$ cat src/rtl/prog_loader.sv
// Byte-stream program loader: receives a length-prefixed word image with an XOR
// checksum, writes it into instruction memory and releases the CPU on success.
module prog_loader #(
   parameter logic [15:0] BASE_ADDR = 16'h0000,
   parameter int unsigned MAX_WORDS = 1024
) (
   input  logic        clk,
   input  logic        reset,
   input  logic        start,
   input  logic        in_valid,
   input  logic [7:0]  in_data,
   output logic        in_ready,
   output logic        imem_wr_en,
   output logic [15:0] imem_wr_addr,
   output logic [15:0] imem_wr_data,
   output logic        cpu_reset,
   output logic        done,
   output logic        err,
   output logic [15:0] count
);

   typedef enum logic [2:0] {
      IDLE, LEN_HI, LEN_LO, DATA_HI, DATA_LO, CHK, DONE, ERROR
   } state_t;

   localparam logic [16:0] MAX_LEN = 17'(MAX_WORDS);

   state_t      state, state_next;
   logic        xfer;
   logic [7:0]  hi_byte;
   logic [7:0]  csum;
   logic [15:0] len;
   logic [15:0] rx_len;
   logic        last_word;

   assign xfer      = in_valid && in_ready;
   assign rx_len    = {hi_byte, in_data};
   assign last_word = (count + 16'd1) == len;

   always_ff @(posedge clk) begin
      if (reset) state <= IDLE;
      else       state <= state_next;
   end

   always_comb begin
      state_next = state;
      case (state)
         IDLE, DONE, ERROR: if (start) state_next = LEN_HI;
         LEN_HI:  if (xfer) state_next = LEN_LO;
         LEN_LO: begin
            if (xfer) begin
               if (rx_len == 16'h0000)            state_next = CHK;
               else if ({1'b0, rx_len} > MAX_LEN) state_next = ERROR;
               else                               state_next = DATA_HI;
            end
         end
         DATA_HI: if (xfer) state_next = DATA_LO;
         DATA_LO: if (xfer) state_next = last_word ? CHK : DATA_HI;
         CHK:     if (xfer) state_next = (in_data == csum) ? DONE : ERROR;
         default: state_next = IDLE;
      endcase
   end

   // Status outputs are registered from the next state so they appear the cycle after the deciding transfer.
   always_ff @(posedge clk) begin
      if (reset) begin
         in_ready     <= 1'b0;
         imem_wr_en   <= 1'b0;
         imem_wr_addr <= '0;
         imem_wr_data <= '0;
         cpu_reset    <= 1'b1;
         done         <= 1'b0;
         err          <= 1'b0;
         count        <= '0;
         hi_byte      <= '0;
         len          <= '0;
         csum         <= '0;
      end else begin
         imem_wr_en <= 1'b0;
         in_ready   <= state_next inside {LEN_HI, LEN_LO, DATA_HI, DATA_LO, CHK};
         done       <= state_next == DONE;
         err        <= state_next == ERROR;
         cpu_reset  <= state_next != DONE;
         if (state_next == LEN_HI && state != LEN_HI) begin
            count <= '0;
            csum  <= '0;
         end
         if (xfer) begin
            case (state)
               LEN_HI:  hi_byte <= in_data;
               LEN_LO:  len     <= rx_len;
               DATA_HI: begin
                  hi_byte <= in_data;
                  csum    <= csum ^ in_data;
               end
               DATA_LO: begin
                  csum         <= csum ^ in_data;
                  imem_wr_en   <= 1'b1;
                  imem_wr_data <= {hi_byte, in_data};
                  imem_wr_addr <= BASE_ADDR + {count[13:0], 2'b00};
                  count        <= count + 16'd1;
               end
               default: ;
            endcase
         end
      end
   end

endmodule

$ cat config.mk
export PLATFORM = sky130hd
export DESIGN_NAME = prog_loader
export DESIGN_NICKNAME = d
export VERILOG_FILES = /design/src/rtl/prog_loader.sv
export SDC_FILE = /design/constraint.sdc
export NUM_CORES = 1
export LEC_CHECK = 0
export ABC_AREA = 1
export CORE_AREA = 2 2 111 113
export CTS_CLUSTER_SIZE = 16
export DETAILED_ROUTE_END_ITERATION = 10
export DIE_AREA = 0 0 113 115
export PLACE_DENSITY_LB_ADDON = 0.12
export SYNTH_ARGS = -nofsm -noshare
export SYNTH_HDL_FRONTEND = slang
export SYNTH_SLANG_ARGS = --single-unit
$ cat constraint.sdc
create_clock -name clk -period 6.3 [get_ports clk]
set_clock_uncertainty 0.15 [all_clocks]
set_input_delay 0.945 -clock clk [delete_from_list [all_inputs] [get_ports clk]]
set_output_delay 0.945 -clock clk [all_outputs]
set_load 0.1 [all_outputs]
### Word level (Yosys, flattened, before mapping)

Index checks and enable logic that the tools add are counted.

| storage, ports and cells | value |
|---|---|
| register bits | 86 |
| output and inout port bits | 53 |
| bits of input ports | 12 |

| operators by class | value |
|---|---|
| mux-type cells | 18 |
| add/sub/neg operators | 1 |
| reductions and logical operators | 12 |
| equal/unequal tests | 18 |
| bitwise logic cells | 2 |
| $lt $le $gt $ge | 1 |

Operators with widths:

| operator | number |
|---|---|
| $mux W16 | 3 |
| $mux W3 | 9 |
| $eq A3 B3 Y1 const B | 8 |
| $mux W8 | 3 |
| $pmux W3 S6 | 1 |
| $add A16 B1 Y16 const B | 1 |
| $eq A16 B16 Y1 | 1 |
| $gt A16 B11 Y1 const B | 1 |
| $logic_not A16 Y1 | 1 |
| $eq A3 B2 Y1 const B | 4 |
| $eq A8 B8 Y1 | 1 |
| $xor A8 B8 Y8 | 1 |
| $eq A3 B1 Y1 const B | 2 |
| $reduce_and A2 Y1 | 3 |
| $reduce_or A2 Y1 | 3 |
| $reduce_bool A5 Y1 | 1 |
| $logic_not A3 Y1 | 1 |
| $ne A3 B1 Y1 const B | 1 |
| $ne A3 B3 Y1 const B | 1 |
| $reduce_or A3 Y1 | 1 |
| $logic_and A1 B1 Y1 | 2 |
| $mux W1 | 2 |
| $not A1 Y1 | 1 |

### Depth between registers and ports, before layout

Gate-level depths: netlist of run 1.

| logic depth | value |
|---|---|
| depth in word-level cells | 10 |
| mapped depth | 21 |
| depth with buffers taken out | 20 |

### Least setup slack after synthesis of run 1

Ideal clock, no wire load.

| timing path | value |
|---|---|
| kind | register to register |
| start point | register count[0] |
| end point | register count[7] |
| setup slack | 3.044 ns |
| setup time | 0.132 ns |
| buffers on the path | 1 |
| cell stages (with the launch flop) | 20 |
| data arrival time | 2.974 ns |
| cells stage by stage | dfxtp_1 ha_1 nand3_1 nor2_2 nand4_1 nand3_1 nand2_1 nor2_1 nand2_1 nor2_2 nand3_1 nand2_1 nand2_1 nand2_1 nand2_1 nand2_2 nand2_4 buf_12 nand3_1 a21oi_1 |

| on the way | value |
|---|---|
| word-level cells in the longest chain between the ends | 10 |

RTL lines:

| element | line | RTL |
|---|---|---|
| from (decl) | 19 | `output logic [15:0] count` |
| from (signal assigned) | 101 | `count <= count + 16'd1;` |
| $add A16 B1 Y16 (*) | 38, 101 |  |
| $eq A16 B16 Y1 | 38 | `assign last_word = (count + 16'd1) == len;` |
| $mux W3 (2 in series) | 58 | `DATA_LO: if (xfer) state_next = last_word ? CHK : DATA_HI;` |
| $pmux W3 S6 | 47 | `case (state)` |
| $eq A3 B1 Y1 | 84 | `if (state_next == LEN_HI && state != LEN_HI) begin` |
| $logic_and A1 B1 Y1 | 84 |  |
| $mux W16 | 84 |  |
| $mux W16 | 89 | `case (state)` |
| $mux W16 (*) | 88 | `if (xfer) begin` |

Mark *: on every way between the ends. The rest lies on a longest branch, timed or not.
A chain may end at the register's enable or synchronous reset.

### Final worst setup path of run 1

| timing path | value |
|---|---|
| start point | input in_valid |
| end point | register count[1] |

| on the way | value |
|---|---|
| word-level cells in the longest chain between the ends | 8 |
| elaborated cells between the ends (all ways) | 12 |

RTL lines:

| element | line | RTL |
|---|---|---|
| from (decl) | 10 | `input logic in_valid,` |
| $logic_and A1 B1 Y1 (*) | 36 | `assign xfer = in_valid && in_ready;` |
| $mux W3, on equally long branches | n/a |  |
| $pmux W3 S6 | 47 |  |
| $eq A3 B1 Y1 | 84 |  |
| $logic_and A1 B1 Y1 | 84 |  |
| $mux W16 | 84 |  |
| $mux W16 | 89 |  |
| $mux W16 (*) | 88 |  |

Marked as above.

==> run_results.csv, run 1 <==
group,metric,value,unit
outcome,result_of_the_run,"finished, violations left",
outcome,violated_checks,"design-rule violations",
synth,main_combinational_cell_family_by_area_after_synthesis,"simple AND/OR/NAND/NOR gates",
floorplanning,row_count,40,
clock_tree,cts_repair_resize_count,0,
global_route,antenna_violations_before_repair,0,
synth,most_area_hungry_cell_type_in_the_yosys_netlist,"sky130_fd_sc_hd__dfxtp_1",
routing,antenna_violating_nets_post_route,0,
synth,synthMostInstantiatedCell,"sky130_fd_sc_hd__nor2_1",
sta,maxSlewViolCount,0,
synth,post_synth.cell_area_avg,7.16,sq um
clock_tree,cts_root_buffer,"sky130_fd_sc_hd__clkbuf_16",
routing,first_iter_violations,247,
clock_tree,tritoncts_buffers,9,
floorplanning,fp.dieArea,13000,sq um
floorplanning,die_y,115,um
clock_tree,clock_tree_from_tritoncts,"built",
sta,hold_ws,315,ps
synth,synthesis.area,4080,sq um
placement,cell_count_after_placement,757,
synth,synth_edf_count,0,
floorplanning,core_area,11800,sq um
critical_path,required,6370,ps
routing,drt_wl_total,11000,um
critical_path,worstPathArrival,3630,ps
synth,synth_compound_gate_area_share,13.2,%
global_route,vias_in_the_first_global_route,3561,
global_route,grt_start_max_net_pins,55,
floorplanning,design.portCount,65,
synth,synth-main-ff-cell,"sky130_fd_sc_hd__dfxtp_1",
synth,post_synth_mux_area_share,0,%
synth,post_synthesis_cell_type_count,35,
routing,routed-via-count,3835,
synth,synth_fa_ha_area_share,0.307,%
synth,seq_area_frac_synth,42.2,%
critical_path,path_class,"in -> reg",
synth,synthSimpleGateAreaFrac,34.2,%
sta,timing.final.setup_violations,0,
routing,drt_drc_violations_left,2,
synth,syn-instance-count,569,
placement,hpwl,7740,um
sta,final.setup.tns,0,ps
sta,final-hold-violation-count,0,
clock_tree,post_cts_buffers,0,
synth,synth_area_leaders,"sky130_fd_sc_hd__dfxtp_1, sky130_fd_sc_hd__nor2_1, sky130_fd_sc_hd__nand2_1, sky130_fd_sc_hd__o21ai_0, sky130_fd_sc_hd__nand3_1",
finish,final_cell_count_no_fill,773,
power_and_ir_drop,power.ir.vdd_worst,0.000278,V
routing,routedWlPerCell,14.3,um
sta,max_slew.worst_pin.slew,991,ps
clock_tree,clock_tree.htree_level_count,3,
min_path,timing.hold.worst.class,"reg -> reg",
synth,synthXorXnorAreaFrac,3.13,%
synth,ys_async_rst_share,0,%
sta,grt_setup_unrepaired,"no",
flow_run,timing.max_cap.violations,0,
clock_tree,cts.path.max_buffers,2,
critical_path,crit_end_category,"flop",
clock_tree,clk_latency,350,ps
placement,place.gp.congestion,0.826,
critical_path,critical_path_peak_fanout,24,
routing,detail_route.first_pass.iterations,8,
sta,period_needed,3550,ps
floorplanning,floorplan.die.width,113,um
finish,diodes,0,
power_and_ir_drop,static-leakage-power,1.95,nW
synth,post-synth-top-area-fraction,42.2,%
sta,relSlewSlack,33.7,%
synth,ys_ff_latch,86,
global_route,grtUsageTotal,17.6,%
routing,vias_per_cell,4.96,
sta,fmax,281,MHz
sta,layout_worst_path_cycle_share,56.4,%
placement,placement.io_buffers,62,
power_and_ir_drop,power.density_cell_area,303,nW/um^2
global_route,overflow,0,
finish,syn_to_final_growth,25.8,%
clock_tree,cts_hold_buffers,0,
floorplanning,start_util,34.5,%
finish,post_route_cells_drive_above_1_share,7.83,%
synth,synth_common_cells,"sky130_fd_sc_hd__nor2_1, sky130_fd_sc_hd__nand2_1, sky130_fd_sc_hd__dfxtp_1",
critical_path,startpoint_types,"primary input",
finish,finish.net_count,634,
clock_tree,clkTransAtPathRegs,60,ps
synth,synth-warning-count,0,
global_route,grt_pass1_wl,18100,um
clock_tree,clkSinkCount,86,
## metal layers
metal  track usage (%)  part of all wire [%]  up-vias
li1                  -                     -     1982
met1              22.3                    47     1752
met2              29.2                    47       90
met3              4.06                   4.3       11
met4              6.67                   1.5        0
met5                 0                     0        -
## worst max-delay path, stage by stage
cell and delay (ps):
sky130_fd_sc_hd__clkdlybuf4s50_1 400, sky130_fd_sc_hd__nand2_1 190, sky130_fd_sc_hd__inv_1 120, sky130_fd_sc_hd__nand2_1 520, sky130_fd_sc_hd__clkinv_1 440, sky130_fd_sc_hd__a21oi_1 270, sky130_fd_sc_hd__nand3_2 140, sky130_fd_sc_hd__nor2_2 140
sky130_fd_sc_hd__nand2_4 230, sky130_fd_sc_hd__nand3_1 130, sky130_fd_sc_hd__o21ai_0 80
## cell type report
cell class	count	area [sq um]
flip-flops and latches	86	1720
well taps	147	184
multi-input cells	420	2090
inverters	38	143
clock inverters	4	76.3
clock buffers	12	267
repair buffers	66	651
fillers	1244	6680
## per-stage QoR
step	instance area (sq um)	total power [mW]	worst slack (ps)	util, %
final	5130	1.55	2750	43.4
after global placement	4790	0.953	2470	40.5
after floorplan	4080	0.905	3040	-
after CTS	5130	1.57	2750	43.4
after global routing	5130	1.63	2420	43.4
after detailed placement	4790	0.955	2370	40.5
## sequential cells by signal, indices dropped and copies added (netlist names)
register      cells
done              1
len              16
state             3
imem_wr_addr     14
err               1
cpu_reset         1
count            16
imem_wr_en        1
imem_wr_data     16
hi_byte           8
csum              8
in_ready          1
## final timing paths
kind	slack (ps)	endpoint	start	cells past startpoint
min reg2reg	320	imem_wr_addr[2]$_SDFFE_PP0P_	imem_wr_addr[2]$_SDFFE_PP0P_	2
min	320	imem_wr_addr[2]$_SDFFE_PP0P_	imem_wr_addr[2]$_SDFFE_PP0P_	2
max	2750	count[1]$_SDFF_PP0_	in_valid	11
max reg2reg	3260	count[1]$_SDFF_PP0_	count[0]$_SDFF_PP0_	18
## cell usage in the layout, fill, tap and decap left out, drive strengths merged
cell type	Yosys	routed
nand4	11	11
nor2	111	111
a221oi	1	1
o21ai	59	59
conb	1	2
clkbuf	18	12
inv	37	38
nand3	59	59
buf	8	4
nor3	4	4
xnor3	1	1
clkinvlp	0	1
clkinv	1	1
bufinv	0	2
a21oi	43	43
or2	1	1
nand2	98	98
ha	1	1
nor4	5	5
clkdlybuf4s50	0	62
and2	2	2
xor2	11	11
dfxtp	86	86
xnor2	1	1
o21bai	1	1
nand3b	7	7
o22ai	2	2
## power by group
group | switching, mW | internal (mW) | total, mW
clock network | 0.225 | 0.381 | 0.607
registers | 0.0269 | 0.575 | 0.602
logic | 0.254 | 0.0901 | 0.345
## kinds of logic after synthesis
family	count (synthesis)
fa+ha+maj	1
compound gates	106
xor+xnor	13
flops	86
simple gates	298
buf+inv	64
other cells	1
No activity file was read; power rests on OpenSTA's default activity.
==> run 2, diff against run 1 <==
clock period = 3.6 ns   (was 6.3 ns; I/O delays follow)
==> run_results.csv, run 2 (synthesis gave the netlist of run 1 again) <==
group,metric,value,unit
finish,syn_to_final_growth,25.2,%
global_route,overflow,0,
min_path,timing.hold.worst.class,"reg -> reg",
sta,maxSlewViolCount,0,
finish,finish.net_count,636,
clock_tree,clkTransAtPathRegs,60,ps
global_route,grt_pass1_wl,18800,um
sta,timing.final.setup_violations,0,
floorplanning,start_util,34.5,%
floorplanning,fp.dieArea,13000,sq um
clock_tree,clkSinkCount,86,
critical_path,crit_end_category,"flop",
critical_path,worstPathArrival,3120,ps
placement,post-place-ws,529,ps
routing,drt_drc_violations_left,2,
global_route,grtUsageTotal,18.4,%
critical_path,critical_path_peak_fanout,24,
clock_tree,clock_tree.htree_level_count,3,
floorplanning,design.portCount,65,
floorplanning,core_area,11800,sq um
routing,first_iter_violations,158,
critical_path,required,3670,ps
clock_tree,post_cts_buffers,0,
clock_tree,cts.path.max_buffers,2,
outcome,result_of_the_run,"finished, violations left",
finish,layout_commonest_cell,"sky130_fd_sc_hd__nor2_1",
floorplanning,floorplan.die.width,113,um
placement,place.gp.congestion,0.840,
power_and_ir_drop,power.ir.vdd_worst,0.000455,V
routing,detail_route.first_pass.iterations,7,
routing,vias_per_cell,5.02,
clock_tree,clock_tree_from_tritoncts,"built",
power_and_ir_drop,power.density_cell_area,523,nW/um^2
floorplanning,row_count,40,
global_route,antenna_violations_before_repair,0,
floorplanning,die_y,115,um
finish,post_route_cells_drive_above_1_share,9.39,%
finish,registers_with_the_most_flip_flops,"count x16, imem_wr_data x16, len x16",
outcome,violated_checks,"design-rule violations",
finish,diodes,0,
sta,final.setup.tns,0,ps
sta,grt_setup_unrepaired,"no",
flow_run,timing.max_cap.violations,0,
global_route,grt_start_max_net_pins,54,
routing,routed-via-count,3887,
clock_tree,cts_root_buffer,"sky130_fd_sc_hd__clkbuf_16",
sta,relSlewSlack,33.8,%
sta,fmax,328,MHz
finish,most-common-layout-cells,"sky130_fd_sc_hd__nor2_1, sky130_fd_sc_hd__nand2_1, sky130_fd_sc_hd__dfxtp_1, sky130_fd_sc_hd__o21ai_0, sky130_fd_sc_hd__clkdlybuf4s50_1",
sta,max_slew.worst_pin.slew,990,ps
power_and_ir_drop,static-leakage-power,1.97,nW
sta,layout_worst_path_cycle_share,84.8,%
global_route,vias_in_the_first_global_route,3774,
placement,hpwl,8020,um
clock_tree,clk_latency,350,ps
routing,drt_wl_total,11400,um
sta,period_needed,3050,ps
critical_path,startpoint_types,"flop",
clock_tree,cts_hold_buffers,0,
routing,antenna_violating_nets_post_route,0,
critical_path,path_class,"reg -> reg",
placement,placement.io_buffers,62,
sta,finalWorstSetupSlack,548,ps
clock_tree,cts_repair_resize_count,0,
clock_tree,tritoncts_buffers,9,
sta,final-hold-violation-count,0,
routing,routedWlPerCell,14.8,um
## run 2: cell types whose count changed in the layout (fill, tap and decap cells not counted), sizes merged
cell,change
clkinv,+1
clkbuf,-1
buf,+11
clkdlybuf4s50,-9
## run 2: stage by stage
step	total power [mW]	instance area (sq um)	instances	hold WS, ps	utilization (%)
finish	2.67	5100	775	330	43.2
global placement	1.68	4780	759	317	40.5
detailed placement	1.68	4780	759	318	40.5
floorplan	1.58	4080	570	294	-
global route	2.81	5100	775	350	43.2
CTS	2.70	5100	775	326	43.2
## run 2: cell type report
cell class	instances	area, sq um
clock buffers	11	243
clock inverters	5	81.3
fillers	1222	6710
inverters	38	143
multi-input cells	420	2090
flip-flops and latches	86	1720
well taps	147	184
repair buffers	68	643
## run 2: worst max-delay path: stages, from the launching register on
cell                      delay (ps)
sky130_fd_sc_hd__dfxtp_1         470
sky130_fd_sc_hd__ha_1            270
sky130_fd_sc_hd__nand3_1         190
sky130_fd_sc_hd__nor2_2          250
sky130_fd_sc_hd__nand2_1         100
sky130_fd_sc_hd__nand2_1         100
sky130_fd_sc_hd__nand2_1          50
sky130_fd_sc_hd__nand2_1          70
sky130_fd_sc_hd__nand4_1         120
sky130_fd_sc_hd__nor2_1          240
sky130_fd_sc_hd__nand3_1         120
sky130_fd_sc_hd__nand2_1          70
sky130_fd_sc_hd__nand2_1          40
sky130_fd_sc_hd__nand2_1          60
sky130_fd_sc_hd__nand2_1          70
sky130_fd_sc_hd__nand2_2         120
sky130_fd_sc_hd__nand2_4         220
sky130_fd_sc_hd__nand3_1         140
sky130_fd_sc_hd__a21oi_1          70
## run 2: layer usage
metal / vias up / share of wire (%) / track usage [%]
li1: 1995 / - / -
met1: 1778 / 47 / 23.1
met2: 98 / 46 / 30.5
met3: 16 / 4.3 / 3.48
met4: 0 / 2.1 / 9.11
met5: - / 0 / 0
## run 2: path summary, 6_finish.rpt
path,start,slack (ps),cells after the start,end
worst max register to register,count[1]$_SDFF_PP0_,550,18,count[15]$_SDFF_PP0_
worst min-delay path,len[8]$_SDFFE_PP0P_,330,2,len[8]$_SDFFE_PP0P_
worst min register to register,len[8]$_SDFFE_PP0P_,330,2,len[8]$_SDFFE_PP0P_
worst max-delay path,count[1]$_SDFF_PP0_,550,18,count[15]$_SDFF_PP0_
## run 2: power by group
| group | leakage, nW | switching [mW] | internal, mW | total, mW |
|---|---|---|---|---|
| clock network | 0.156 | 0.389 | 0.628 | 1.02 |
| registers | 0.695 | 0.0475 | 1.01 | 1.05 |
| logic | 1.12 | 0.441 | 0.159 | 0.600 |
| total | 1.97 | 0.877 | 1.79 | 2.67 |
